[config.mk]
export PLATFORM = sky130hd
export DESIGN_NAME = arinc_word_seq
export DESIGN_NICKNAME = d
export VERILOG_FILES = /design/src/rtl/arinc_pkg.sv /design/src/rtl/arinc_word_tab.sv /design/src/rtl/arinc_word_seq.sv
export SDC_FILE = /design/constraint.sdc
export NUM_CORES = 1
export LEC_CHECK = 0
export ABC_AREA = 1
export BUFFER_PORTS_ARGS = -buffer_cell sky130_fd_sc_hd__clkbuf_2
export CAP_MARGIN = 20
export CORE_UTILIZATION = 65
export DETAILED_ROUTE_END_ITERATION = 6
export PLACE_DENSITY_LB_ADDON = 0.08
export SETUP_SLACK_MARGIN = 0.05
export SLEW_MARGIN = 5
export SYNTH_ARGS = -nofsm -noshare
export SYNTH_HDL_FRONTEND = slang
export SYNTH_HIERARCHICAL = 1
export SYNTH_SLANG_ARGS = --single-unit
[constraint.sdc]
create_clock -name clk -period 4.73 [get_ports clk]
set_clock_uncertainty 0.15 [all_clocks]
set_input_delay 0.473 -clock clk [delete_from_list [all_inputs] [get_ports clk]]
set_output_delay 0.473 -clock clk [all_outputs]
set_load 0.02 [all_outputs]
[src/rtl/arinc_pkg.sv]
// arinc_pkg: shared ARINC 429 word-source types, field widths and speed codes
package arinc_pkg;
  localparam int LAB_W = 8;
  localparam int DAT_W = 23;
  localparam logic [1:0] VEL_100K = 2'b10;
  localparam logic [1:0] VEL_12K5 = 2'b00;
  typedef enum logic [2:0] {IDLE, SCAN, PRESENT, GAP, ADV} state_t;
  typedef struct packed {
    logic act;
    logic [LAB_W-1:0] lab;
    logic [DAT_W-1:0] dat;
  } entry_t;
endpackage

[src/rtl/arinc_word_tab.sv]
// arinc_word_tab: label/data entry table, one write port, asynchronous read port
module arinc_word_tab import arinc_pkg::*; #(
  parameter int N_WORDS = 4,
  localparam int IW = $clog2(N_WORDS)
) (
  input  logic clk,
  input  logic rst_n,
  input  logic wr_en,
  input  logic [IW-1:0] wr_idx,
  input  entry_t wr_ent,
  input  logic [IW-1:0] rd_idx,
  output entry_t rd_ent
);
  entry_t tab [N_WORDS];
  always_ff @(posedge clk or negedge rst_n)
    if (!rst_n)
      for (int i = 0; i < N_WORDS; i++) tab[i] <= '0;
    else if (wr_en && 32'(wr_idx) < N_WORDS)
      tab[wr_idx] <= wr_ent;
  assign rd_ent = tab[rd_idx];
endmodule

[src/rtl/arinc_word_seq.sv]
// arinc_word_seq: scans the entry table and presents each enabled word over valid/ready
module arinc_word_seq import arinc_pkg::*; #(
  parameter int N_WORDS = 4,
  parameter int GAP_CYC = 4,
  parameter logic [1:0] DEF_VEL = VEL_100K,
  localparam int IW = $clog2(N_WORDS)
) (
  input  logic clk,
  input  logic rst_n,
  input  logic wr_en,
  input  logic [IW-1:0] wr_idx,
  input  logic wr_act,
  input  logic [LAB_W-1:0] wr_lab,
  input  logic [DAT_W-1:0] wr_dat,
  input  logic vel_wr,
  input  logic [1:0] vel_in,
  input  logic start,
  input  logic cont,
  input  logic stop,
  input  logic tx_ready,
  output logic tx_valid,
  output logic [1:0] VEL,
  output logic [LAB_W-1:0] ADR,
  output logic [DAT_W-1:0] DAT,
  output logic PAR,
  output logic busy,
  output logic done
);
  state_t state, state_n;
  logic [IW-1:0] ptr, ptr_n, ptr_inc;
  logic [IW:0] scnt, scnt_n;
  logic [7:0] gcnt, gcnt_n;
  logic mode, mode_n, stop_f, stop_f_n, done_n, latch, last, stp;
  logic [1:0] vel_r;
  entry_t cur;
  arinc_word_tab #(.N_WORDS(N_WORDS)) u_tab (
    .clk(clk), .rst_n(rst_n), .wr_en(wr_en), .wr_idx(wr_idx),
    .wr_ent({wr_act, wr_lab, wr_dat}), .rd_idx(ptr), .rd_ent(cur)
  );
  assign last = ptr == IW'(N_WORDS - 1);
  assign ptr_inc = last ? '0 : ptr + 1'b1;
  assign stp = stop | stop_f;
  assign tx_valid = state == PRESENT;
  assign busy = state != IDLE;
  always_comb begin
    state_n = state;
    ptr_n = ptr;
    scnt_n = scnt;
    gcnt_n = gcnt;
    mode_n = mode;
    stop_f_n = stop_f | stop;
    done_n = 1'b0;
    latch = 1'b0;
    case (state)
      IDLE: begin
        stop_f_n = 1'b0;
        if (start) begin
          state_n = SCAN;
          ptr_n = '0;
          scnt_n = '0;
          mode_n = cont;
        end
      end
      SCAN:
        if (stp) begin
          state_n = IDLE;
          done_n = 1'b1;
        end else if (cur.act) begin
          state_n = PRESENT;
          latch = 1'b1;
          scnt_n = '0;
        // a full lap of inactive entries, or the end of a one-shot pass
        end else if (scnt == (IW+1)'(N_WORDS - 1) || (last && !mode)) begin
          state_n = IDLE;
          done_n = 1'b1;
        end else begin
          ptr_n = ptr_inc;
          scnt_n = scnt + 1'b1;
        end
      PRESENT:
        if (tx_ready) begin
          if (stp) begin
            state_n = IDLE;
            done_n = 1'b1;
          end else if (GAP_CYC == 0) state_n = ADV;
          else begin
            state_n = GAP;
            gcnt_n = 8'(GAP_CYC - 1);
          end
        end
      GAP:
        if (stp) begin
          state_n = IDLE;
          done_n = 1'b1;
        end else if (gcnt == '0) state_n = ADV;
        else gcnt_n = gcnt - 1'b1;
      ADV:
        if (stp || (last && !mode)) begin
          state_n = IDLE;
          done_n = 1'b1;
        end else begin
          ptr_n = ptr_inc;
          state_n = SCAN;
        end
      default: state_n = IDLE;
    endcase
  end
  always_ff @(posedge clk or negedge rst_n)
    if (!rst_n) begin
      state <= IDLE;
      ptr <= '0;
      scnt <= '0;
      gcnt <= '0;
      mode <= 1'b0;
      stop_f <= 1'b0;
      done <= 1'b0;
      vel_r <= DEF_VEL;
      VEL <= DEF_VEL;
      ADR <= '0;
      DAT <= '0;
      PAR <= 1'b1;
    end else begin
      state <= state_n;
      ptr <= ptr_n;
      scnt <= scnt_n;
      gcnt <= gcnt_n;
      mode <= mode_n;
      stop_f <= stop_f_n;
      done <= done_n;
      vel_r <= vel_wr ? vel_in : vel_r;
      if (latch) begin
        VEL <= vel_r;
        ADR <= cur.lab;
        DAT <= cur.dat;
        PAR <= ~^{cur.lab, cur.dat};
      end
    end
endmodule

==> impl_metrics.tcl, run 1 <==
set metrics [dict create \
    p_sw_w 0.00280 \
    yosysTopAreaCellShare_pct 44.3 \
    viasPerCell 5.51 \
    crit_top_cell "nand2_1" \
    synth_common_cells "593 x nand2_1, 220 x inv_1, 180 x dfrtp_1, 112 x nand3_1, 69 x nand4_1" \
    n_fill_cell 1253 \
    finish.instance_area_um2 11000 \
    clk_latency_ns 0.43 \
    slew_headroom_pct 26.7 \
    regToRegEndpoint "PAR" \
    antenna_found_initial 0 \
    ios 81 \
    worstMarginPinSlew_ns 1.10 \
    dp_hpwl_mm 15.5 \
    grt_pass1_vias 8374 \
    worst_hold_path.num_cells 2 \
    path_delay_family "buffers and inverters" \
    cts.sinks 183 \
    drive_gt1_share_pct 13.1 \
    outcome "finished clean" \
    cp.required_ns 4.94 \
    yosys_warnings 6 \
    ys.flop_type "dfrtp_1" \
    seq_power_share_pct 34.1 \
    rsz0062_at_grt "false" \
    swShare_pct 42.8 \
    port_buffers 80 \
    track_usage_pct 32.2 \
    syn_nets 1445 \
    min_path_type "primary input to register" \
    maxCapViolCount 0 \
    p_comb_share_pct 43.1 \
    clk_pin_slew_worst_paths_ns 0.07 \
    wl_per_cell_um 15.1 \
    r2r_start "ptr[0]" \
    ys_seq_area_share_pct 45.1 \
    final-hold-violation-count 0 \
    grt_start_max_net_pins 123 \
    multiInputGateArea_um2 4230 \
    cp.arrival_ns 3.27 \
    area_growth_pct 8.56 \
    yosys.cell_count.top_type "nand2_1" \
    synth_cell_types 35 \
    numCtsBuffers 17 \
    worstRegToRegCells 17 \
    rows 45 \
    layout_min_cycle_time_ns 3.06 \
    post-route-period-util_pct 64.7 \
    dieHeight_um 127 \
    yosys.area.top_type "dfrtp_1" \
    coreArea_um2 15200 \
    dr.pass1.iters 6 \
    irDropWorstVdd_uv 355 \
    r2r_setup_slack_ns 1.67 \
    place.gp.congestion 0.878 \
    cp_max_fo 41 \
    critPathBufInv 3 \
    synthTopCellsByArea "dfrtp_1 44%, nand2_1 22%, inv_1 8.1%, nand3_1 5.5%, nand4_1 4.2%" \
    clockBufferDepth 2 \
    grt_pass1_wl_mm 40.9 \
    cts_tree "built" \
    slew_viol_final 0 \
    start_util_pct 66.8 \
    cp-start-kind "register" \
    synthArstFlopShare_pct 100 \
    die-area_um2 16100 \
    worst_path_max_delay_cell "inv_2" \
    cts_root_buf "clkbuf_16" \
    drt_iter0_drc 782 \
    htreeDepth 4 \
    antenna_cells 0 \
    hold_end "vel_r[1]" \
    crit_chain "inv_2, buf_4, nand2_1, nand3_1, nand2_1, inv_1, nand2_1, nand2_1, nand2_1, nand2_1, nand2_1, nand2_1, nand2_1, nand2_1, nand2_1, nand3_1, nand2_1" \
    ys_ff_latch 183 \
    synth_edf_count 0 \
    p_leak_nw 6.40 \
    p_per_area_nw_per_um2 594 \
    register_area_um2 4580 \
    die_width_um 127 \
    placed_area_um2 10400 \
    p_int_w 0.00374 \
    ant_nets 0 \
    synthCells 1396 \
    grt_overflow 0 \
    clkPwrFrac_pct 22.8 \
    slowest_delay_ns 0.65 \
    syn_area_um2 10200 \
    syn_avg_cell_area_um2 7.28 \
    nets 1483 \
    num_vias 9008 \
    max_freq_ghz 0.327 \
    crit_path_end_kind "register" \
    drcViolationCount 0 \
    setup_viol 0 \
    drt_wl_total_mm 24.7 \
    fin_setup_tns_ns 0 \
    min_from "vel_wr" \
    crit_type "register to register" \
]
==> cells in the final DEF, fill, tap and decap left out, drive strengths merged, types with 5 or more instances in the layout <==
cell    count
inv       229
ha          5
dfrtp     180
nand4      69
o21ai      80
nor2       20
clkbuf    103
nand3     117
nand2     606
buf        10
==> power groups by stage <==
stage	logic, W	clock network, W	registers [W]
after floorplan	0.00196	0	0.00235
after global placement	0.00271	0	0.00224
after detailed placement	0.00279	0	0.00225
after CTS	0.00282	0.00151	0.00222
after global routing	0.00320	0.00157	0.00227
final	0.00282	0.00149	0.00223
==> final cells by class <==
| class | instances | share of cell area, % |
|---|---|---|
| Inverter | 230 | 7.89 |
| Multi-Input combinational cell | 913 | 38.3 |
| Tap cell | 188 | 2.13 |
| Clock inverter | 7 | 1.06 |
| Sequential cell | 183 | 41.6 |
| Timing Repair Buffer | 89 | 4.44 |
| Clock buffer | 25 | 4.58 |
==> stage by stage <==
stage | setup slack (ns) | cells | hold WS [ns] | util, % | power [W]
after global placement | 1.50 | 1602 | 0.303 | 68.4 | 0.00495
after floorplan | 2.80 | 1396 | 0.0274 | - | 0.00430
after detailed placement | 1.52 | 1602 | 0.308 | 68.4 | 0.00504
after global routing | 1.40 | 1635 | 0.123 | 72.5 | 0.00704
after CTS | 1.69 | 1635 | 0.0900 | 72.5 | 0.00655
final | 1.67 | 1635 | 0.111 | 72.5 | 0.00654
==> worst max-delay path by stage <==
stage              start            end  cells past startpoint
2_1_floorplan     ptr[0]            PAR                     18
3_3_place_gp   wr_idx[1]  u_tab/tab[83]                      5
3_5_place_dp   wr_idx[1]  u_tab/tab[87]                      5
4_1_cts           ptr[0]            PAR                     17
5_1_grt           ptr[0]            PAR                     17
6_report          ptr[0]            PAR                     17
==> flip-flops by register name, indices dropped and copies added (netlist names), 2 cells and up <==
signal,cells
ADR,8
DAT,23
VEL,2
gcnt,8
ptr,2
scnt,3
state,3
u_tab/tab,128
vel_r,2
==> routing by layer <==
metal / track usage [%] / part of all wire (%)
met5: 0 / 0
met3: 5.23 / 6.4
met2: 54.6 / 49
met1: 43.1 / 44
met4: 9.24 / 1.3
==> kinds of logic (layout without fill, tap and decap cells) <==
kind of cell | count (synthesis) | count (layout) | share of synthesized area, %
buffers and inverters | 300 | 351 | 13.3
DFF | 183 | 183 | 45.1
adders and majority gates | 5 | 5 | 0.616
AOI/OAI and AO/OA | 88 | 88 | 5.70
and+or+nand+nor | 815 | 815 | 34.9
xor gates and xnor gates | 5 | 5 | 0.431
==> what timing repair did <==
action	4_1_cts	5_1_grt
endpoints found under the hold margin	58	0
gates resized for setup	0	0
buffers inserted	0	0
hold buffers	1	0
(Power assumes the default switching activity.)
==> inputs of run 2 (changes only) <==
--- a/config.mk
+++ b/config.mk
@@ -8,7 +8,7 @@
 export ABC_AREA = 1
 export BUFFER_PORTS_ARGS = -buffer_cell sky130_fd_sc_hd__clkbuf_2
 export CAP_MARGIN = 20
-export CORE_UTILIZATION = 65
+export CORE_UTILIZATION = 61
 export DETAILED_ROUTE_END_ITERATION = 6
 export PLACE_DENSITY_LB_ADDON = 0.08
 export SETUP_SLACK_MARGIN = 0.05
==> constraint.sdc (replaced) <==
create_clock -name clk -period 3.15 [get_ports clk]
set_clock_uncertainty 0.15 [all_clocks]
set_input_delay 0.315 -clock clk [delete_from_list [all_inputs] [get_ports clk]]
set_output_delay 0.315 -clock clk [all_outputs]
set_load 0.02 [all_outputs]
==> impl_metrics.tcl, run 2 (synthesis results as in run 1) <==
set metrics [dict create \
    nets 1513 \
    layout_common_cells "593 x nand2_1, 220 x inv_1, 179 x dfrtp_1, 112 x nand3_1, 78 x clkbuf_2" \
    fin_setup_tns_ns 0 \
    r2r_setup_slack_ns 0.57 \
    track_usage_pct 32.0 \
    post_cts_resized 0 \
    die_width_um 131 \
    largestRegisters "u_tab/tab (128), DAT (23)" \
    rows 46 \
    drive_gt1_share_pct 13.6 \
    setup_viol 0 \
    drcViolationCount 0 \
    crit_path_end_kind "register" \
    final-hold-violation-count 0 \
    cp_max_fo 66 \
    p_comb_share_pct 44.6 \
    worst_path_max_delay_cell "buf_4" \
    antenna_found_initial 0 \
    wl_per_cell_um 15.2 \
    largest_reg_flops 128 \
    port_buffers 80 \
    postLayoutSetupSlackWorst_ns 0.572 \
    grt_overflow 0 \
    slew_headroom_pct 50.9 \
    n_fill_cell 1372 \
    worst_hold_path.num_cells 3 \
    grt_pass1_vias 8281 \
    viasPerCell 5.33 \
    swShare_pct 43.4 \
    place.gp.congestion 0.832 \
    crit_type "register to register" \
    worstRegToRegCells 8 \
    p_per_area_nw_per_um2 863 \
    irDropWorstVdd_uv 458 \
    numCtsBuffers 17 \
    layout_min_cycle_time_ns 2.58 \
    area_growth_pct 11.3 \
    start_util_pct 63.3 \
    post-route-period-util_pct 81.8 \
    maxCapViolCount 0 \
    min_path_type "primary input to register" \
    p_int_w 0.00552 \
    seq_power_share_pct 33.7 \
    slew_viol_final 0 \
    dieHeight_um 131 \
    crit_chain "buf_4, nand2_1, nand3_1, nand2_1, nand3_2, buf_4, nand2_1, o21ai_0" \
    num_vias 9010 \
    worstMarginPinSlew_ns 0.737 \
    clockBufferDepth 2 \
    clkPwrFrac_pct 21.7 \
    rsz0062_at_grt "false" \
    dp_hpwl_mm 16.1 \
    top_register "u_tab/tab" \
    cp-start-kind "register" \
    hold_end "u_tab/tab[11]" \
    grt_start_max_net_pins 78 \
    clk_latency_ns 0.43 \
    slowest_delay_ns 0.60 \
    antenna_cells 0 \
    cp.arrival_ns 2.75 \
    cts_root_buf "clkbuf_16" \
    regToRegEndpoint "DAT[14]" \
    dr.pass1.iters 5 \
    cts.sinks 183 \
    crit_top_cell "nand2_1" \
    cp.required_ns 3.32 \
    coreArea_um2 16100 \
    max_freq_ghz 0.388 \
    outcome "finished clean" \
    p_leak_nw 6.51 \
    pre_cts_ws_ns 0.643 \
    ant_nets 0 \
    clk_pin_slew_worst_paths_ns 0.07 \
    die-area_um2 17200 \
    drt_wl_total_mm 25.6 \
    layout_commonest_cell "nand2_1" \
    grt_pass1_wl_mm 41.5 \
    min_from "wr_dat[11]" \
    p_sw_w 0.00424 \
    drt_iter0_drc 879 \
    r2r_start "ptr[0]" \
    htreeDepth 4 \
    cts_tree "built" \
    ios 81 \
]
-- run 2: layout make-up --
type | count | area (um^2) | share of cell area (%)
flip-flops and latches | 183 | 4580 | 40.5
multi-input cells | 913 | 4230 | 37.4
inverters | 230 | 870 | 7.69
repair buffers | 119 | 785 | 6.94
clock buffers | 22 | 474 | 4.19
well taps | 216 | 270 | 2.39
clock inverters | 8 | 98.8 | 0.874
-- run 2: timing repair --
item | in CTS | in global routing
endpoints found under the hold margin | 70 | 0
hold buffers | 18 | 0
buffers inserted | 0 | 0
-- run 2: per-stage QoR --
| stage | util, % | instance area, um^2 | power [W] | hold slack (ns) | instances |
|---|---|---|---|---|---|
| floorplan | - | 10200 | 0.00646 | -0.131 | 1396 |
| global placement | 65.7 | 10600 | 0.00748 | 0.173 | 1643 |
| detailed placement | 65.7 | 10600 | 0.00760 | 0.169 | 1643 |
| CTS | 70.4 | 11300 | 0.00974 | 0.000889 | 1691 |
| global route | 70.4 | 11300 | 0.0105 | 0.00729 | 1691 |
| finish | 70.4 | 11300 | 0.00976 | 0.0117 | 1691 |
-- run 2: how the worst max path moves through the flow --
stage                       from      end  slack, ns
after CTS                 ptr[0]  DAT[14]       0.60
after global placement    ptr[0]  DAT[14]       0.63
final                     ptr[0]  DAT[14]       0.57
after floorplan           ptr[0]      PAR       1.22
after global routing      ptr[0]      PAR       0.31
after detailed placement  ptr[0]  DAT[14]       0.64
-- run 2: routing by layer --
metal / wire length, um / GRT usage (%) / up-vias / share of wire [%]
li1: - / - / 4441 / -
met1: 11400 / 43.0 / 4216 / 44
met2: 12000 / 52.2 / 318 / 47
met3: 1750 / 6.07 / 35 / 6.8
met4: 455 / 10.5 / 0 / 1.8
met5: 0 / 0 / - / 0
-- run 2: power groups by stage --
stage | registers [W] | logic [W] | clock network [W]
after floorplan | 0.00353 | 0.00294 | 0
after global placement | 0.00330 | 0.00418 | 0
after detailed placement | 0.00332 | 0.00428 | 0
after CTS | 0.00328 | 0.00432 | 0.00214
after global routing | 0.00336 | 0.00496 | 0.00222
final | 0.00329 | 0.00435 | 0.00212
-- run 2: critical path, delay by kind of cell, from the launching register on --
family / cells / cell delay [ns]
AOI/OAI and AO/OA: 1 / 0.14
and+or+nand+nor: 5 / 0.86
DFF: 1 / 0.36
buffers and inverters: 2 / 0.94
==> inputs of run 3 (changes only) <==
==> constraint.sdc (replaced) <==
create_clock -name clk -period 2.7 [get_ports clk]
set_clock_uncertainty 0.15 [all_clocks]
set_input_delay 0.27 -clock clk [delete_from_list [all_inputs] [get_ports clk]]
set_output_delay 0.27 -clock clk [all_outputs]
set_load 0.02 [all_outputs]
==> impl_metrics.tcl, run 3 (synthesis results as in run 1) <==
set metrics [dict create \
    slew_headroom_pct 65.7 \
    port_buffers 80 \
    outcome "finished clean" \
    dr.pass1.iters 5 \
    crit_chain "inv_1, buf_4, nand3_1, nand2_1, inv_1, nand2_1, nand2_1, nand2_1, nand2_1, nand2_1, nand2_1, inv_1, nand2_1, nand2_1, nand2_1, nand3_1, nand2_1" \
    p_per_area_nw_per_um2 980 \
    die-area_um2 17200 \
    seq_power_share_pct 33.8 \
    ant_nets 0 \
    coreArea_um2 16100 \
    slowest_delay_ns 0.38 \
    clk_pin_slew_worst_paths_ns 0.07 \
    layout_min_cycle_time_ns 2.31 \
    layout_commonest_cell "nand2_1" \
    cp.required_ns 2.91 \
    post_cts_buffers 0 \
    crit_path_end_kind "register" \
    cts_tree "built" \
    nets 1544 \
    num_vias 9201 \
    cts_root_buf "clkbuf_16" \
    cp.arrival_ns 2.51 \
    drt_wl_total_mm 26.2 \
    post-route-period-util_pct 85.4 \
    worstMarginPinSlew_ns 0.515 \
    grt_overflow 0 \
    wl_per_cell_um 15.2 \
    die_width_um 131 \
    numCtsBuffers 17 \
    setup_viol 0 \
    r2r_setup_slack_ns 0.39 \
    drt_iter0_drc 870 \
    cts.sinks 183 \
    grt_start_max_net_pins 52 \
    antenna_cells 0 \
    clk_latency_ns 0.43 \
    maxCapViolCount 0 \
    crit_top_cell "nand2_1" \
    rsz0062_at_grt "false" \
    clkPwrFrac_pct 21.2 \
    grt_pass1_vias 8650 \
    max_freq_ghz 0.434 \
    power_w 0.0114 \
    antenna_found_initial 0 \
    track_usage_pct 32.6 \
    final-hold-violation-count 0 \
    irDropWorstVdd_uv 652 \
    p_comb_share_pct 45.0 \
    largestRegisters "u_tab/tab (128), DAT (23)" \
    cp-start-kind "register" \
    worst_path_max_delay_cell "dfrtp_1" \
    htreeDepth 4 \
    min_path_type "primary input to register" \
    p_leak_nw 6.64 \
    dieHeight_um 131 \
    layout_common_cells "593 x nand2_1, 220 x inv_1, 179 x dfrtp_1, 112 x nand3_1, 78 x clkbuf_2" \
    p_sw_w 0.00498 \
    drive_gt1_share_pct 13.8 \
    place.gp.congestion 0.890 \
    area_growth_pct 14.3 \
    p_int_w 0.00640 \
    grt_pass1_wl_mm 42.7 \
    drcViolationCount 0 \
    clockBufferDepth 2 \
    dp_hpwl_mm 16.7 \
    swShare_pct 43.7 \
    slew_viol_final 0 \
    critPathBufInv 4 \
    crit_type "register to register" \
    n_fill_cell 1289 \
    ios 81 \
    path_delay_family "simple AND/OR/NAND/NOR gates" \
    cp_max_fo 13 \
    largest_reg_flops 128 \
    top_register "u_tab/tab" \
    viasPerCell 5.34 \
    start_util_pct 63.3 \
    fin_setup_tns_ns 0 \
    rows 46 \
]
-- run 3: power by group through the flow --
stage	Clock, W	Combinational, W	Sequential, W
finish	0.00241	0.00513	0.00384
global route	0.00254	0.00586	0.00392
CTS	0.00243	0.00510	0.00383
detailed placement	0	0.00502	0.00387
global placement	0	0.00490	0.00386
floorplan	0	0.00343	0.00411
-- run 3: layout make-up --
type	count	area (um^2)	area share [%]
Timing Repair Buffer	150	1090	9.41
Clock buffer	22	464	4.00
Sequential cell	183	4580	39.5
Clock inverter	10	98.8	0.852
Inverter	230	870	7.49
Multi-Input combinational cell	913	4230	36.4
Tap cell	216	270	2.33
-- run 3: final timing paths --
path,startpoint,endpoint,cells after the start
max in group asynchronous,rst_n,vel_r[1],3
min in group asynchronous,rst_n,u_tab/tab[37],2
worst min-delay path,start,mode,4
worst max register to register,ptr[1],PAR,17
worst min register to register,u_tab/tab[45],u_tab/tab[45],2
worst max-delay path,ptr[1],PAR,17
-- run 3: repair_timing --
item                                    4_1_cts  5_1_grt
endpoints found under the setup margin        0        0
hold buffers                                 43        0
gates resized for setup                       0        0
hold endpoints to repair                    167        0
-- run 3: worst register-to-register path: stages, from the launching register on --
cell,delay (ns)
dfrtp_1,0.38
inv_1,0.36
buf_4,0.31
nand3_1,0.12
nand2_1,0.11
inv_1,0.07
nand2_1,0.06
nand2_1,0.07
nand2_1,0.07
nand2_1,0.05
nand2_1,0.05
nand2_1,0.09
inv_1,0.09
nand2_1,0.05
nand2_1,0.05
nand2_1,0.05
nand3_1,0.07
nand2_1,0.06
-- run 3: per-layer routing --
| metal | wire [um] | track usage, % |
|---|---|---|
| met4 | 427 | 10.3 |
| met5 | 0 | 0 |
| met2 | 12600 | 55.1 |
| met3 | 1830 | 4.60 |
| met1 | 11300 | 43.5 |
-- run 3: stage by stage --
stage	setup slack, ns	std cells	hold slack (ns)	utilization (%)	cell area (um^2)
finish	0.394	1724	0.0836	72.3	11600
global route	0.146	1724	0.108	72.3	11600
CTS	0.408	1724	0.0585	72.3	11600
detailed placement	0.433	1649	0.0967	66.1	10600
global placement	0.385	1649	0.100	66.1	10600
floorplan	0.773	1396	-0.176	-	10200
